[config.mk]
export PLATFORM = sky130hd
export DESIGN_NAME = nonce_dispatcher_flat
export DESIGN_NICKNAME = d
export VERILOG_FILES = /design/src/rtl/nonce_dispatcher_if.sv /design/src/rtl/nonce_dispatcher.sv /design/src/flat_wrapper.sv
export SDC_FILE = /design/constraint.sdc
export NUM_CORES = 1
export LEC_CHECK = 0
export CAP_MARGIN = 5
export CORE_AREA = 2 2 130 132
export DETAILED_ROUTE_END_ITERATION = 7
export DIE_AREA = 0 0 132 134
export PLACE_DENSITY = 0.7
export SYNTH_ARGS = -nofsm -noshare
export SYNTH_HDL_FRONTEND = slang
export SYNTH_SLANG_ARGS = --single-unit
[constraint.sdc]
create_clock -name clk -period 2.6 [get_ports clk]
set_clock_uncertainty 0.05 [all_clocks]
set_input_delay 0.26 -clock clk [delete_from_list [all_inputs] [get_ports clk]]
set_output_delay 0.26 -clock clk [all_outputs]
set_load 0.005 [all_outputs]
[src/rtl/nonce_dispatcher_if.sv]
// nonce_dispatcher_if: work, core and solution signals shared by the dispatcher and its environment
// Ports (master = dispatcher side):
//   work_valid/work_ready/abort      work unit handshake and search abort
//   core_load/solve/base/ack         dispatcher -> cores control, range bases, found acknowledge
//   core_found/nonce/done            cores -> dispatcher golden nonce and range completion
//   sol_claim/nonce/response         golden nonce presentation handshake to the host
//   exhausted/sol_count              end-of-search pulse and per-work-unit solution count
interface nonce_dispatcher_if #(
    parameter int NUM_CORES = 4,
    parameter int CNT_W     = 16
);
    logic                      work_valid;
    logic                      work_ready;
    logic                      abort;
    logic [NUM_CORES-1:0]      core_load;
    logic [NUM_CORES-1:0]      core_solve;
    logic [32*NUM_CORES-1:0]   core_base;
    logic [NUM_CORES-1:0]      core_found;
    logic [32*NUM_CORES-1:0]   core_nonce;
    logic [NUM_CORES-1:0]      core_done;
    logic [NUM_CORES-1:0]      core_ack;
    logic                      sol_claim;
    logic [31:0]               sol_nonce;
    logic                      sol_response;
    logic                      exhausted;
    logic [CNT_W-1:0]          sol_count;
    modport master (
        input  work_valid, abort, core_found, core_nonce, core_done, sol_response,
        output work_ready, core_load, core_solve, core_base, core_ack,
               sol_claim, sol_nonce, exhausted, sol_count
    );
    modport slave (
        output work_valid, abort, core_found, core_nonce, core_done, sol_response,
        input  work_ready, core_load, core_solve, core_base, core_ack,
               sol_claim, sol_nonce, exhausted, sol_count
    );
endinterface

[src/rtl/nonce_dispatcher.sv]
// nonce_dispatcher: splits the nonce space over NUM_CORES cores, arbitrates their solutions, reports exhaustion
// Ports:
//   clk    system clock, rising edge
//   n_rst  asynchronous active-low reset
//   bus    nonce_dispatcher_if.master: work handshake, core control/status, solution handshake
module nonce_dispatcher #(
    parameter int NUM_CORES = 4,
    parameter int CNT_W     = 16
) (
    input logic                clk,
    input logic                n_rst,
    nonce_dispatcher_if.master bus
);
    localparam int PW = NUM_CORES > 1 ? $clog2(NUM_CORES) : 1;
    localparam int SH = 32 - $clog2(NUM_CORES);
    localparam logic [2:0] IDLE  = 3'd0;
    localparam logic [2:0] LOAD  = 3'd1;
    localparam logic [2:0] SOLVE = 3'd2;
    localparam logic [2:0] CLAIM = 3'd3;
    localparam logic [2:0] DONE  = 3'd4;

    logic [2:0]           state, nxt;
    logic [NUM_CORES-1:0] done_mask, done_nxt, ack_nxt;
    logic [NUM_CORES-1:0] core_load, core_solve, core_ack;
    logic [PW-1:0]        rr_ptr, win;
    logic                 hit, grab;
    logic [31:0]          win_nonce, sol_nonce;
    logic                 sol_claim, work_ready, exhausted;
    logic [CNT_W-1:0]     sol_count;

    // Round-robin pick: first found at or above rr_ptr, then wrap to the low cores.
    always_comb begin
        hit = 1'b0;
        win = '0;
        for (int j = 0; j < NUM_CORES; j++)
            if (!hit && j >= int'(rr_ptr) && bus.core_found[j]) begin
                hit = 1'b1;
                win = PW'(j);
            end
        for (int j = 0; j < NUM_CORES; j++)
            if (!hit && j < int'(rr_ptr) && bus.core_found[j]) begin
                hit = 1'b1;
                win = PW'(j);
            end
    end

    always_comb begin
        win_nonce = '0;
        ack_nxt   = '0;
        for (int j = 0; j < NUM_CORES; j++)
            if (int'(win) == j) begin
                win_nonce  = bus.core_nonce[j*32 +: 32];
                ack_nxt[j] = grab;
            end
    end

    // Done pulses count while searching or waiting on the host; the exhaustion
    // test sees this cycle's pulses so the last done needs no extra cycle.
    assign done_nxt = (state == SOLVE || state == CLAIM) ? done_mask | bus.core_done : done_mask;

    // Abort wins everywhere; pending finds are always served before exhaustion.
    assign nxt = bus.abort     ? IDLE :
                 state == IDLE  ? (bus.work_valid ? LOAD : IDLE) :
                 state == LOAD  ? SOLVE :
                 state == SOLVE ? (hit ? CLAIM : &done_nxt ? DONE : SOLVE) :
                 state == CLAIM ? (bus.sol_response ? SOLVE : CLAIM) :
                 IDLE;

    assign grab = state == SOLVE && nxt == CLAIM;

    always_ff @(posedge clk or negedge n_rst) begin
        if (!n_rst) begin
            state      <= IDLE;
            done_mask  <= '0;
            rr_ptr     <= '0;
            sol_count  <= '0;
            sol_nonce  <= '0;
            core_ack   <= '0;
            core_load  <= '0;
            core_solve <= '0;
            sol_claim  <= 1'b0;
            work_ready <= 1'b1;
            exhausted  <= 1'b0;
        end else begin
            state      <= nxt;
            done_mask  <= state == IDLE ? '0 : done_nxt;
            rr_ptr     <= state == IDLE ? '0 : grab ? PW'((int'(win) + 1) % NUM_CORES) : rr_ptr;
            sol_count  <= state == IDLE ? '0 :
                          (grab && sol_count != '1) ? sol_count + CNT_W'(1) : sol_count;
            sol_nonce  <= grab ? win_nonce : sol_nonce;
            core_ack   <= ack_nxt;
            core_load  <= nxt == LOAD ? '1 : '0;
            core_solve <= nxt == SOLVE ? ~done_nxt : '0;
            sol_claim  <= nxt == CLAIM;
            work_ready <= nxt == IDLE;
            exhausted  <= nxt == DONE;
        end
    end

    // Core i starts at the bottom of the i-th equal slice of the nonce space.
    for (genvar i = 0; i < NUM_CORES; i++) begin : g_base
        assign bus.core_base[i*32 +: 32] = 32'(64'(i) << SH);
    end

    assign bus.work_ready = work_ready;
    assign bus.core_load  = core_load;
    assign bus.core_solve = core_solve;
    assign bus.core_ack   = core_ack;
    assign bus.sol_claim  = sol_claim;
    assign bus.sol_nonce  = sol_nonce;
    assign bus.exhausted  = exhausted;
    assign bus.sol_count  = sol_count;
endmodule

[src/flat_wrapper.sv]
// flat-port wrapper written by rule: the top's interface ports become plain ports
module nonce_dispatcher_flat 
#(
    parameter int NUM_CORES = 4,
    parameter int CNT_W     = 16
)
  (clk, n_rst, bus_work_valid, bus_abort, bus_core_found, bus_core_nonce, bus_core_done, bus_sol_response, bus_work_ready, bus_core_load, bus_core_solve, bus_core_base, bus_core_ack, bus_sol_claim, bus_sol_nonce, bus_exhausted, bus_sol_count);
  nonce_dispatcher_if #(.NUM_CORES(NUM_CORES), .CNT_W(CNT_W)) bus_i ();
  input logic clk;
  input logic n_rst;
  input wire logic [$bits(bus_i.work_valid)-1:0] bus_work_valid;
  input wire logic [$bits(bus_i.abort)-1:0] bus_abort;
  input wire logic [$bits(bus_i.core_found)-1:0] bus_core_found;
  input wire logic [$bits(bus_i.core_nonce)-1:0] bus_core_nonce;
  input wire logic [$bits(bus_i.core_done)-1:0] bus_core_done;
  input wire logic [$bits(bus_i.sol_response)-1:0] bus_sol_response;
  output wire logic [$bits(bus_i.work_ready)-1:0] bus_work_ready;
  output wire logic [$bits(bus_i.core_load)-1:0] bus_core_load;
  output wire logic [$bits(bus_i.core_solve)-1:0] bus_core_solve;
  output wire logic [$bits(bus_i.core_base)-1:0] bus_core_base;
  output wire logic [$bits(bus_i.core_ack)-1:0] bus_core_ack;
  output wire logic [$bits(bus_i.sol_claim)-1:0] bus_sol_claim;
  output wire logic [$bits(bus_i.sol_nonce)-1:0] bus_sol_nonce;
  output wire logic [$bits(bus_i.exhausted)-1:0] bus_exhausted;
  output wire logic [$bits(bus_i.sol_count)-1:0] bus_sol_count;
  assign bus_i.work_valid = bus_work_valid;
  assign bus_i.abort = bus_abort;
  assign bus_i.core_found = bus_core_found;
  assign bus_i.core_nonce = bus_core_nonce;
  assign bus_i.core_done = bus_core_done;
  assign bus_i.sol_response = bus_sol_response;
  assign bus_work_ready = bus_i.work_ready;
  assign bus_core_load = bus_i.core_load;
  assign bus_core_solve = bus_i.core_solve;
  assign bus_core_base = bus_i.core_base;
  assign bus_core_ack = bus_i.core_ack;
  assign bus_sol_claim = bus_i.sol_claim;
  assign bus_sol_nonce = bus_i.sol_nonce;
  assign bus_exhausted = bus_i.exhausted;
  assign bus_sol_count = bus_i.sol_count;
  nonce_dispatcher #(.NUM_CORES(NUM_CORES), .CNT_W(CNT_W)) u_core (.clk(clk), .n_rst(n_rst), .bus(bus_i));
endmodule
==> results of run 1 <==
## metal layers
layer,routed length [um],share of wire,vias up,GRT usage
met4,210,0.013,0,0.0417
met5,0,0,-,0
met3,1330,0.082,12,0.0631
met1,6620,0.41,2252,0.213
met2,8010,0.50,201,0.302
li1,-,-,2243,-
## Yosys cell counts (all sizes together)
library cell / n
buf: 139
a21oi: 85
dfrtp: 68
nor2: 46
inv: 39
a211o: 32
a221oi: 31
clkbuf: 26
nand2: 16
or4: 10
a211oi: 8
and3: 8
mux2i: 7
o31ai: 7
nand3: 6
nand4: 6
ha: 5
o21ai: 5
o21a: 4
or3: 4
nor2b: 3
nor3: 3
nor4: 3
and2: 2
and4: 2
conb: 2
nand2b: 2
o22ai: 2
a41oi: 1
and3b: 1
dfstp: 1
nor4b: 1
o2111ai: 1
o211a: 1
o211ai: 1
o21bai: 1
o22a: 1
or2: 1
or4b: 1
## through the flow
stage / cells / TNS [ns] / power, mW / area [sq um] / hold slack [ns]
after floorplan: 708 / 0 / 2.15 / 5450 / -0.0856
after global placement: 1005 / -13.11 / 2.94 / 6980 / 0.415
after detailed placement: 1005 / -13.60 / 2.96 / 6980 / 0.416
after CTS: 1021 / 0 / 4.38 / 7320 / 0.0380
after global routing: 1023 / -0.0139 / 4.62 / 7370 / 0.0781
final: 1023 / 0 / 4.35 / 7370 / -0.0146
## worst register-to-register path: stages, from the launching register on
cell	delay (ns)
sky130_fd_sc_hd__dfrtp_1	0.40
sky130_fd_sc_hd__buf_4	0.15
sky130_fd_sc_hd__mux2i_1	0.15
sky130_fd_sc_hd__nor2_1	0.07
sky130_fd_sc_hd__nor3_2	0.27
sky130_fd_sc_hd__ha_2	0.35
sky130_fd_sc_hd__buf_12	0.23
sky130_fd_sc_hd__and3b_1	0.22
sky130_fd_sc_hd__a211oi_1	0.17
sky130_fd_sc_hd__buf_4	0.16
sky130_fd_sc_hd__a211o_1	0.09
sky130_fd_sc_hd__a21oi_1	0.06
## what timing repair did
action | in CTS | in global routing
hold endpoints to repair | 0 | 0
gates cloned | 0 | 1
endpoints found under the setup margin | 31 | 25
resized for setup | 2 | 6
pin swaps | 0 | 1
buffers inserted | 0 | 1
## power by group through the flow
stage / sequential (mW) / clock, mW / combinational (mW)
finish: 1.45 / 1.38 / 1.52
CTS: 1.45 / 1.43 / 1.50
floorplan: 1.45 / 0 / 0.701
detailed placement: 1.46 / 0 / 1.49
global placement: 1.46 / 0 / 1.47
global route: 1.48 / 1.48 / 1.66
## sequential cells by signal, summed over array words and instances, names as in the netlist
signal / cells
u_core.bus.exhausted: 1
u_core.state: 3
u_core.rr_ptr: 2
u_core.bus.core_load: 1
u_core.bus.core_solve: 4
u_core.done_mask: 4
u_core.bus.work_ready: 1
u_core.bus.sol_count: 16
u_core.bus.sol_nonce: 32
u_core.bus.sol_claim: 1
u_core.bus.core_ack: 4
## layout by cell type (no fill, tap or decap), drive strengths merged, types with 2 or more instances in the layout
master         Yosys  final
a221oi            31     31
conb               2    128
nor3               3      3
a21oi             85     85
clkdlybuf4s50      0    202
ha                 5      5
clkbuf            26      9
or3                4      4
buf              139     41
nand2b             2      2
inv               39     43
nand4              6      6
mux2i              7      7
bufinv             0      2
o21a               4      4
nor2              46     46
nand2             16     16
or4               10     10
dfrtp             68     68
and4               2      2
o31ai              7      7
o22ai              2      2
a211oi             8      8
and2               2      2
a211o             32     32
nor2b              3      4
nand3              6      6
nor4               3      3
o21ai              5      5
and3               8      8
## final timing paths
kind / end / slack (ns) / depth (start not counted)
worst max-delay path: u_core.bus.sol_nonce[30]$_DFFE_PN0N_ / 0.12 / 11
worst min-delay path: u_core.done_mask[0]$_DFF_PN0_ / -0.01 / 1
worst max register to register: u_core.bus.sol_nonce[30]$_DFFE_PN0N_ / 0.12 / 11
worst min register to register: u_core.bus.sol_nonce[1]$_DFFE_PN0N_ / 0.49 / 2
max in group asynchronous: u_core.bus.sol_nonce[1]$_DFFE_PN0N_ / 1.89 / 1
min in group clk: u_core.bus.sol_nonce[1]$_DFFE_PN0N_ / 0.49 / 2
## cell families (layout without fill, tap and decap cells)
family / after synthesis / after routing / synth area share
flip-flops: 69 / 69 / 0.347
adder cells (fa/ha/maj): 5 / 5 / 0.0126
other: 2 / 128 / 0.00151
multiplexers: 7 / 7 / 0.0141
AO/OA/AOI/OAI: 180 / 180 / 0.243
AND/OR/NAND/NOR: 115 / 116 / 0.126
buffers and inverters: 204 / 298 / 0.256
## area by class of cell
cell class | instances | area (sq um) | share of cell area
sequential | 69 | 1730 | 0.234
tap | 220 | 275 | 0.0374
multi-input combinational | 436 | 2500 | 0.339
timing repair buffer | 243 | 2390 | 0.325
clock buffer | 9 | 225 | 0.0306
clock inverter | 7 | 105 | 0.0143
inverter | 39 | 146 | 0.0199
==> flow_results.org, run 1 <==
** Run status
- The flow ran to the end, but the final reports show violations.
- Failing checks :: hold timing

** Final layout
- Fraction of final layout cells with drive strength greater than 1 :: 0.0934
- Compared with the post-synthesis result, the final layout area differs by 48.0%.
- The layout has 1613 filler cells.
- Once layout is complete, the utilization of the core stands at 0.452.
- ANT cells :: 0
- For this run, the post-layout net count is 944.

** GRT
- Entering global routing, the biggest net connects 70 pins.
- Combined global-route utilization of all metal layers :: 0.176
- The first global-routing pass estimated 24400 um of wire.
- Summed over all layers, the global routing overflow is 0.
- The number of global-route vias before repair was 4423.
- The number of antenna violations at the first check in global routing was 0.

** STA
- Setup violations remaining at the end of the flow were counted as 0.
- Period utilization :: 0.954
- Pin slew with the least headroom to its limit :: 0.916 ns
- Worst Hold Margin :: -0.0146 ns
- Max_slew headroom :: 0.389
- The final max-slew violation count is 0.
- Setup repair after global routing could not meet its margin everywhere.
- Maximum clock rate :: 0.403 GHz
- The worst path meets setup with 0.119 ns of slack.
- After layout, the minimum clock period comes to 2.48 ns.
- Number of hold-slack violations in the final timing report :: 16

** Clocking
- The longest clock path from root to sink contains 2 buffers.
- For this design, the sink count on the clock tree is 69.
- Number of buffers created by CTS :: 9
- Clock tree synthesis selected as its root buffer the cell sky130_fd_sc_hd__clkbuf_16.
- Clock insertion delay at the later pin of the skew report :: 0.34 ns
- After clock tree synthesis, the flow added hold-fix buffers numbering 0.
- Clock-pin slew was measured on the worst setup and hold paths at 0.06 ns.
- Clock tree from TritonCTS :: built
- The H-tree was split into 3 levels.

** Yosys
- Area share of the largest cell type after synthesis :: 0.342
- After synthesis the cells add up to 4980 sq um.
- The largest total area in the synthesized netlist belongs to sky130_fd_sc_hd__dfrtp_1.
- During synthesis, Yosys emitted a total of 0 warnings.
- After synthesis, the cell types taking the most area are sky130_fd_sc_hd__dfrtp_1, sky130_fd_sc_hd__buf_4, sky130_fd_sc_hd__a21oi_1.
- After synthesis the netlist holds a flip-flop and latch count of 69.
- Post-synthesis average cell area :: 8.55 sq um
- Sequential cell area fraction in the yosys report :: 0.347
- Number of instances in the synthesized netlist :: 582
- After synthesis, the netlist uses 44 different library cells.

** Place
- Detailed placement ended at an HPWL of 12000 um.
- Worst setup slack after placement :: -0.575 ns
- # port buffers :: 203
- At the end of routability-driven placement, the weighted congestion stood at 0.817.

** Setup path
- For the worst setup path, the data required time is 2.77 ns.
- Worst path slowest cell :: sky130_fd_sc_hd__dfrtp_1
- RR Startpoint :: u_core.rr_ptr[1]$_DFFE_PN0P_
- STA classifies the critical path startpoint as a flip-flop.
- Most used cell along the critical path :: sky130_fd_sc_hd__buf_4
- The critical path is of the flip-flop to flip-flop type.
- The kind of cell with the highest combined delay along the critical path is buffers and inverters.
- Critical Path AT :: 2.65 ns
- Along the worst path, the maximum fanout reaches 34.
- The largest single stage delay on the critical path is 0.40 ns.
- Combined buffer and inverter count along the critical path :: 3
- STA classifies the critical path endpoint as a flip-flop.
- Cells traversed along the worst timing path :: buf_4, mux2i_1, nor2_1, nor3_2, ha_2, buf_12, and3b_1, a211oi_1, buf_4, a211o_1, a21oi_1
- Critical Path Start :: u_core.rr_ptr[1]$_DFFE_PN0P_

** Route
- Before antenna repair, the detailed router went through 4 iterations.
- Remaining routing DRC violations :: 0
- Post-route antenna net violation count :: 0
- 1st-iter DRT viols :: 144
- The routed layout has 4708 vias.
- WL/cell :: 15.8 um
- Wires add up to 16200 um.
- Using the TritonRoute via totals, the vias-per-cell ratio works out to 4.60.

** Floorplan
- In this run the vertical extent of the chip is 134 um.
- DIE AREA :: 17700 sq um
- Number of rows created at floorplan :: 47
- I/O pin count :: 332
- Width of the die :: 132 um
- The initial utilization of the core area, before any placement, comes to 0.306.
- The region available for standard cell placement spans 16300 sq um.

** Power
- Worst VDD drop :: 0.000393 V
- Net load switching power :: 1.30 mW
- Seq pwr share :: 0.333
- Total power per unit cell area :: 590 nW/um^2
- Of the total power, the share spent switching nets is 0.299.
- Combinational power share :: 0.350
- In this run the static leakage power is 3.31 nW.
- Of the total power, the clock network draws 0.317.
- Internal cell power :: 3.05 mW

** Worst hold path
- Hold WC Path Type :: input port to async pin

** Flow run
- Max Cap Viol :: 0
Power figures use the tool's default switching activity.
==> inputs of run 2 (changes only) <==
- clock period: 2.6 -> 2.3 ns (I/O delays scaled with it)
==> flow_results.org, run 2 (synthesized netlist as in run 1, its figures left out) <==
** Run status
- Result of the run: completed (was finished with violations).

** Final layout
- The share of cells above drive strength 1 was 0.159 (was 0.0934).
- Registers with the most flip-flops: u_core.bus.sol_nonce (32), u_core.bus.sol_count (16) (unchanged).
- Final design area excluding fillers :: 7900 sq um (was 7370 sq um)
- Commonest non-fill, non-tap cell in the layout :: sky130_fd_sc_hd__clkdlybuf4s50_1 (unchanged)
- The area growth from synthesis to final layout is 58.6% (was 48.0%).
- Final net count :: 970 (was 944)
- ANT cells :: 0 (unchanged)
- Top library cells by usage in the layout, fill and taps aside: sky130_fd_sc_hd__clkdlybuf4s50_1, sky130_fd_sc_hd__conb_1, sky130_fd_sc_hd__a21oi_1 (unchanged).
- Number of flip-flops in the largest register :: 32 (unchanged)
- The register bank with the most flops was u_core.bus.sol_nonce (unchanged).

** Place
- The sum of net half-perimeters after detailed placement came to 11900 um (was 12000 um).
- The minimum setup slack after placement came to -0.779 ns (was -0.575 ns).
- RePlAce Congestion :: 0.813 (was 0.817)
- The count of input and output buffers is 203 (unchanged).
- The cell area after placement is 7060 sq um (was 6980 sq um).

** GRT
- The maximum number of pins on one net before global-route repair is 54 (was 70).
- The met1 track demand over resource is 0.220 (was 0.213).
- GRT met2 Usage :: 0.300 (was 0.302)
- The number of antenna violations at the first check in global routing is 0 (unchanged).
- Combined global-route utilization of all metal layers :: 0.177 (was 0.176)
- The met3 global-route usage is 0.0571 (was 0.0631).
- Number of global-route vias before repair :: 4445 (was 4423)
- The overall overflow remaining after global route is 0 (unchanged).
- Layer with the highest usage :: met2 (unchanged)
- First-pass GRT wire length :: 24600 um (was 24400 um)

** Floorplan
- CORE AREA :: 16300 sq um (unchanged)
- Effective utilization at floorplan :: 0.306 (unchanged)
- Width of the die :: 132 um (unchanged)
- The top-level port count is 332 (unchanged).
- DIE AREA :: 17700 sq um (unchanged)
- The chip height is 134 um (unchanged).
- Number of rows created at floorplan :: 47 (unchanged)

** STA
- The number of hold violations in the final report is 0 (was 16).
- The part of the cycle the worst path needs came to 0.971 (was 0.954).
- Worst Hold Margin :: 0.334 ns (was -0.0146 ns)
- Maximum clock rate :: 0.448 GHz (was 0.403 GHz)
- Sum Neg Setup Slack :: 0 ns (unchanged)
- The final max-slew violation count came to 0 (unchanged).
- The final critical path time including I/O delays and setup came to 2.23 ns (was 2.48 ns).
- RSZ-0062 raised after global routing: true (unchanged).
- Smallest setup slack after layout :: 0.0676 ns (was 0.119 ns)
- Final setup viols :: 0 (unchanged)

** Setup path
- The startpoint-to-endpoint class of the critical path is flip-flop to flip-flop (unchanged).
- The capturing element type of the critical path was a flip-flop (unchanged).
- The signal arrival time at the worst endpoint is 2.44 ns (was 2.65 ns).
- Setup crit start kind :: flip-flop (unchanged)
- Data required time at the worst endpoint :: 2.50 ns (was 2.77 ns)
- The largest fanout of any net on the critical path is 11 (was 34).

** Clocking
- The buffer depth of the longest clock path came to 2 (unchanged).
- Number of buffers created by CTS :: 9 (unchanged)
- The clock insertion delay at the later pin of the skew report is 0.33 ns (was 0.34 ns).
- Clock transition at path regs :: 0.06 ns (about the same)
- Clock root buffer :: sky130_fd_sc_hd__clkbuf_16 (unchanged)
- Clock tree from TritonCTS :: built (unchanged)
- H-tree lvl count :: 3 (unchanged)
- The total clock sinks is 69 (unchanged).

** Power
- P_leak :: 3.54 nW (was 3.31 nW)
- The power density over cell area is 624 nW/um^2 (was 590 nW/um^2).
- The peak ir drop on the vdd network was 0.000277 V (was 0.000393 V).

** Worst hold path
- The type of the tightest min-delay check is input port to async pin (unchanged).

** Route
- 1st-iter DRT viols :: 202 (was 144)
- Post-route antenna net violation count :: 0 (unchanged)
- The wire length reported by the detailed router came to 17000 um (was 16200 um).
- The number of search-and-repair iterations in the first detailed-routing pass is 4 (unchanged).
- The via density per instance was 4.57 (was 4.60).
- Via count :: 4796 (was 4708)
- The wire length per cell after detailed routing is 16.2 um (was 15.8 um).
- The number of remaining DRC errors is 0 (unchanged).

** Flow run
- Max Cap Viol :: 0 (unchanged)
-- run 2: changes by cell type in the layout (fill, tap and decap cells not counted), moves of 3 or more --
cell,before,now
sky130_fd_sc_hd__buf_12,5,11
sky130_fd_sc_hd__a221oi_1,30,1
sky130_fd_sc_hd__a221oi_2,1,27
sky130_fd_sc_hd__buf_6,0,3
sky130_fd_sc_hd__inv_6,3,0
sky130_fd_sc_hd__a221oi_4,0,3
sky130_fd_sc_hd__buf_4,36,50
-- run 2: worst paths after layout --
check	startpoint	to	slack [ns]	cells after the start
worst max-delay path	u_core.rr_ptr[1]$_DFFE_PN0P_	u_core.bus.sol_nonce[29]$_DFFE_PN0N_	0.07	11
worst min-delay path	n_rst	u_core.done_mask[2]$_DFF_PN0_	0.33	2
worst max register to register	u_core.rr_ptr[1]$_DFFE_PN0P_	u_core.bus.sol_nonce[29]$_DFFE_PN0N_	0.07	11
worst min register to register	u_core.done_mask[0]$_DFF_PN0_	u_core.bus.core_solve[0]$_DFF_PN0_	0.47	1
max in group asynchronous	n_rst	u_core.bus.sol_nonce[18]$_DFFE_PN0N_	1.29	3
min in group clk	u_core.done_mask[0]$_DFF_PN0_	u_core.bus.core_solve[0]$_DFF_PN0_	0.47	1
-- run 2: cell type report --
type / instances / area [sq um]
multi-input combinational: 435 / 2740
tap: 220 / 275
sequential: 69 / 1730
clock inverter: 3 / 20.0
fill: 1541 / 8390
clock buffer: 13 / 260
timing repair buffer: 270 / 2730
inverter: 39 / 146
-- run 2: power by group --
part | switching (mW) | internal [mW]
clock network | 0.537 | 0.788
logic | 0.798 | 1.17
registers | 0.171 | 1.47
total | 1.51 | 3.42
-- run 2: repair_timing --
item,4_1_cts,5_1_grt
endpoints found under the setup margin,33,32
gates resized for setup,28,29
cloned,1,1
hold buffers,1,0
endpoints found under the hold margin,29,0
buffers inserted,8,13
pin swaps,3,27
-- run 2: stage by stage --
stage / utilization / total power, mW / instances
floorplan: - / 2.43 / 708
global placement: 0.433 / 3.34 / 1011
detailed placement: 0.433 / 3.36 / 1011
CTS: 0.468 / 4.85 / 1037
global route: 0.485 / 5.20 / 1049
finish: 0.485 / 4.93 / 1049
-- run 2: per-layer routing --
metal	part of all wire	wire (um)
met5	0	0
met4	0.0094	160
met3	0.073	1240
met2	0.50	8500
met1	0.42	7070
-- run 2: critical path, stage by stage, from the launching register on --
cell and delay [ns]:
sky130_fd_sc_hd__dfrtp_2 0.42, sky130_fd_sc_hd__a21oi_1 0.08, sky130_fd_sc_hd__o21a_1 0.17, sky130_fd_sc_hd__o22a_1 0.21, sky130_fd_sc_hd__inv_2 0.09, sky130_fd_sc_hd__ha_2 0.18
sky130_fd_sc_hd__nor2b_4 0.16, sky130_fd_sc_hd__buf_12 0.15, sky130_fd_sc_hd__buf_8 0.16, sky130_fd_sc_hd__a221oi_2 0.06, sky130_fd_sc_hd__a211o_1 0.27, sky130_fd_sc_hd__a21oi_1 0.13
==> inputs of run 3 (changes only) <==
- CELL_PAD_IN_SITES_DETAIL_PLACEMENT: default -> 0
- CELL_PAD_IN_SITES_GLOBAL_PLACEMENT: default -> 2
- CORE_AREA: 2 2 130 132 -> default
- CORE_ASPECT_RATIO: default -> 2
- CORE_UTILIZATION: default -> 19
- DIE_AREA: 0 0 132 134 -> default
- PLACE_DENSITY: 0.7 -> default
- PLACE_DENSITY_LB_ADDON: default -> 0.1
- SKIP_CTS_REPAIR_TIMING: default -> 1
==> flow_results.org, run 3 (synthesized netlist as in run 1, its figures left out) <==
** Run status
- Result of the run: completed (unchanged).

** Power
- Worst VDD drop :: 0.000307 V (was 0.000277 V)
- The power density over cell area came to 625 nW/um^2 (was 624 nW/um^2).
- The total chip power is 4.92 mW (was 4.93 mW).
- P_leak :: 3.42 nW (was 3.54 nW)

** Route
- The uppermost layer routed is met4 (unchanged).
- The total met2 wirelength after detailed routing is 11500 um (was 8500 um).
- The via density per instance came to 4.21 (was 4.57).
- The wire length reported by the detailed router was 20200 um (was 17000 um).
- The post-route antenna net violation count is 0 (unchanged).
- 1st-iter DRT viols :: 131 (was 202)
- WL/cell :: 17.6 um (was 16.2 um)
- Number of optimization iterations in the first detailed-route pass :: 4 (unchanged)
- Detailed-routed wire length on met3 :: 1390 um (was 1240 um)
- Via count :: 4829 (was 4796)
- The routed length on met1 was 6870 um (was 7070 um).
- Remaining routing DRC violations :: 0 (unchanged)

** Clocking
- The clock tree root buffer cell is sky130_fd_sc_hd__clkbuf_16 (unchanged).
- Clk buf depth :: 2 (unchanged)
- Number of buffers created by CTS :: 9 (unchanged)
- The total clock sinks is 69 (unchanged).
- Clock tree from TritonCTS :: built (unchanged)
- H-tree lvl count :: 3 (unchanged)
- Clock transition at path regs :: 0.06 ns (about the same)
- Clock insertion delay at the later pin of the skew report :: 0.34 ns (was 0.33 ns)

** Final layout
- Registers with the most flip-flops: u_core.bus.sol_nonce (32), u_core.bus.sol_count (16) (unchanged).
- The number of flip-flops under the largest register name came to 32 (unchanged).
- Final design area excluding fillers :: 7880 sq um (was 7900 sq um)
- The number of filler cells placed in the layout is 2812 (was 1541).
- Top library cells by usage in the layout, fill and taps aside :: sky130_fd_sc_hd__clkdlybuf4s50_1, sky130_fd_sc_hd__conb_1, sky130_fd_sc_hd__a21oi_1 (unchanged)
- The number of nets in the layout was 946 (was 970).
- The register bank with the most flops was u_core.bus.sol_nonce (unchanged).
- The footprint of the flip-flops and latches was 1730 sq um (unchanged).
- The core utilization of the finished layout is 0.306 (was 0.485).
- Growth of design area from synthesis to finish :: 58.2% (was 58.6%)
- The most frequent standard cell in the layout excluding fill and tap cells was sky130_fd_sc_hd__clkdlybuf4s50_1 (unchanged).
- The share of cells above drive strength 1 came to 0.149 (was 0.159).
- The combined area of the multi-input logic cells came to 2770 sq um (was 2740 sq um).

** GRT
- Pin count of the biggest net entering global routing :: 50 (was 54)
- Antenna violations before repair :: 1 (was 0)
- First-pass GRT wire length :: 27700 um (was 24600 um)
- Grt ovf :: 0 (unchanged)
- Number of global-route vias before repair :: 4816 (was 4445)
- Combined global-route utilization of all metal layers :: 0.140 (was 0.177)

** Floorplan
- Width of the die :: 116 um (was 132 um)
- DIE AREA :: 26900 sq um (was 17700 sq um)
- CORE AREA :: 25800 sq um (was 16300 sq um)
- Number of rows created at floorplan :: 83 (was 47)
- The top-level port count was 332 (unchanged).
- The chip height came to 231 um (was 134 um).
- The effective utilization at floorplan came to 0.193 (was 0.306).

** Place
- # port buffers :: 203 (unchanged)
- Worst setup slack after placement :: -0.333 ns (was -0.779 ns)
- RePlAce Congestion :: 0.752 (was 0.813)
- The sum of net half-perimeters after detailed placement is 14500 um (was 11900 um).
- Placed cell area :: 7160 sq um (was 7060 sq um)

** Setup path
- Worst flop-to-flop path endpoint :: u_core.bus.sol_nonce[5]$_DFFE_PN0N_ (was u_core.bus.sol_nonce[29]$_DFFE_PN0N_)
- R2r worst-path depth :: 12 (was 11)
- Setup slack on the worst flop-to-flop path :: 0.1 ns (was 0.07 ns)
- Setup crit start kind :: flip-flop (unchanged)
- Crit-path max FO :: 8 (was 11)
- Data required time at the worst endpoint :: 2.48 ns (was 2.50 ns)
- Kind of critical path :: flip-flop to flip-flop (unchanged)
- RR Startpoint :: u_core.rr_ptr[1]$_DFFE_PN0P_ (unchanged)
- The signal arrival time at the worst endpoint was 2.38 ns (was 2.44 ns).
- The capturing element type of the critical path is a flip-flop (unchanged).

** STA
- Period utilization :: 0.957 (was 0.971)
- The final max-slew violation count is 0 (unchanged).
- Shortest period the worst path allows :: 2.20 ns (was 2.23 ns)
- Number of hold-slack violations in the final timing report :: 0 (unchanged)
- RSZ-0062 raised after global routing: true (unchanged).
- The maximum clock rate came to 0.454 GHz (was 0.448 GHz).
- The setup-violating endpoint count in the final report was 0 (unchanged).
- Worst Hold Margin :: 0.316 ns (was 0.334 ns)
- Smallest setup slack after layout :: 0.0983 ns (was 0.0676 ns)

** Worst hold path
- The type of the tightest min-delay check was input port to async pin (unchanged).

** Flow run
- Max Cap Viol :: 0 (unchanged)
-- run 3: worst max-delay path by stage --
stage,start,to,slack [ns],cells after the start
6_report,u_core.rr_ptr[1]$_DFFE_PN0P_,u_core.bus.sol_nonce[5]$_DFFE_PN0N_,0.1,12
5_1_grt,u_core.rr_ptr[1]$_DFFE_PN0P_,u_core.bus.sol_nonce[5]$_DFFE_PN0N_,-0.04,12
4_1_cts,u_core.rr_ptr[1]$_DFFE_PN0P_,u_core.bus.sol_nonce[15]$_DFFE_PN0N_,-0.06,11
3_5_place_dp,bus_core_found[0],u_core.bus.sol_nonce[15]$_DFFE_PN0N_,-0.33,11
3_3_place_gp,bus_core_found[0],u_core.bus.sol_nonce[15]$_DFFE_PN0N_,-0.33,12
2_1_floorplan,u_core.rr_ptr[1]$_DFFE_PN0P_,u_core.bus.sol_nonce[1]$_DFFE_PN0N_,0.02,11
-- run 3: layout make-up --
class | instances | area share
Clock inverter | 1 | 0.000636
Inverter | 39 | 0.0189
Timing Repair Buffer | 246 | 0.319
Multi-Input combinational cell | 435 | 0.352
Tap cell | 340 | 0.0540
Antenna cell | 1 | 0.000318
Sequential cell | 69 | 0.220
Clock buffer | 15 | 0.0353
-- run 3: where the power goes --
group	switching (mW)	internal, mW	total [mW]
clock network	0.552	0.819	1.37
registers	0.142	1.47	1.61
logic	0.834	1.11	1.94
total	1.53	3.40	4.92
-- run 3: metal layers --
layer / vias to the layer above / track usage
li1: 2250 / -
met1: 2342 / 0.133
met2: 214 / 0.277
met3: 23 / 0.0307
met4: 0 / 0.0601
met5: - / 0
-- run 3: through the flow --
stage | setup TNS, ns | instances
global placement | -8.57 | 1121
floorplan | 0 | 708
finish | 0 | 1146
detailed placement | -10.08 | 1121
global route | -0.0929 | 1146
CTS | -0.406 | 1137
-- run 3: critical path, stage by stage, from the launching register on --
cell and delay [ns]:
sky130_fd_sc_hd__dfrtp_2 0.41, sky130_fd_sc_hd__mux2i_1 0.19, sky130_fd_sc_hd__nor2_1 0.05, sky130_fd_sc_hd__nor3_1 0.14
sky130_fd_sc_hd__buf_4 0.18, sky130_fd_sc_hd__inv_4 0.04, sky130_fd_sc_hd__ha_4 0.15, sky130_fd_sc_hd__nor2b_4 0.12
sky130_fd_sc_hd__buf_12 0.13, sky130_fd_sc_hd__clkbuf_16 0.18, sky130_fd_sc_hd__a221oi_2 0.24, sky130_fd_sc_hd__a211o_1 0.15
sky130_fd_sc_hd__a21oi_2 0.05
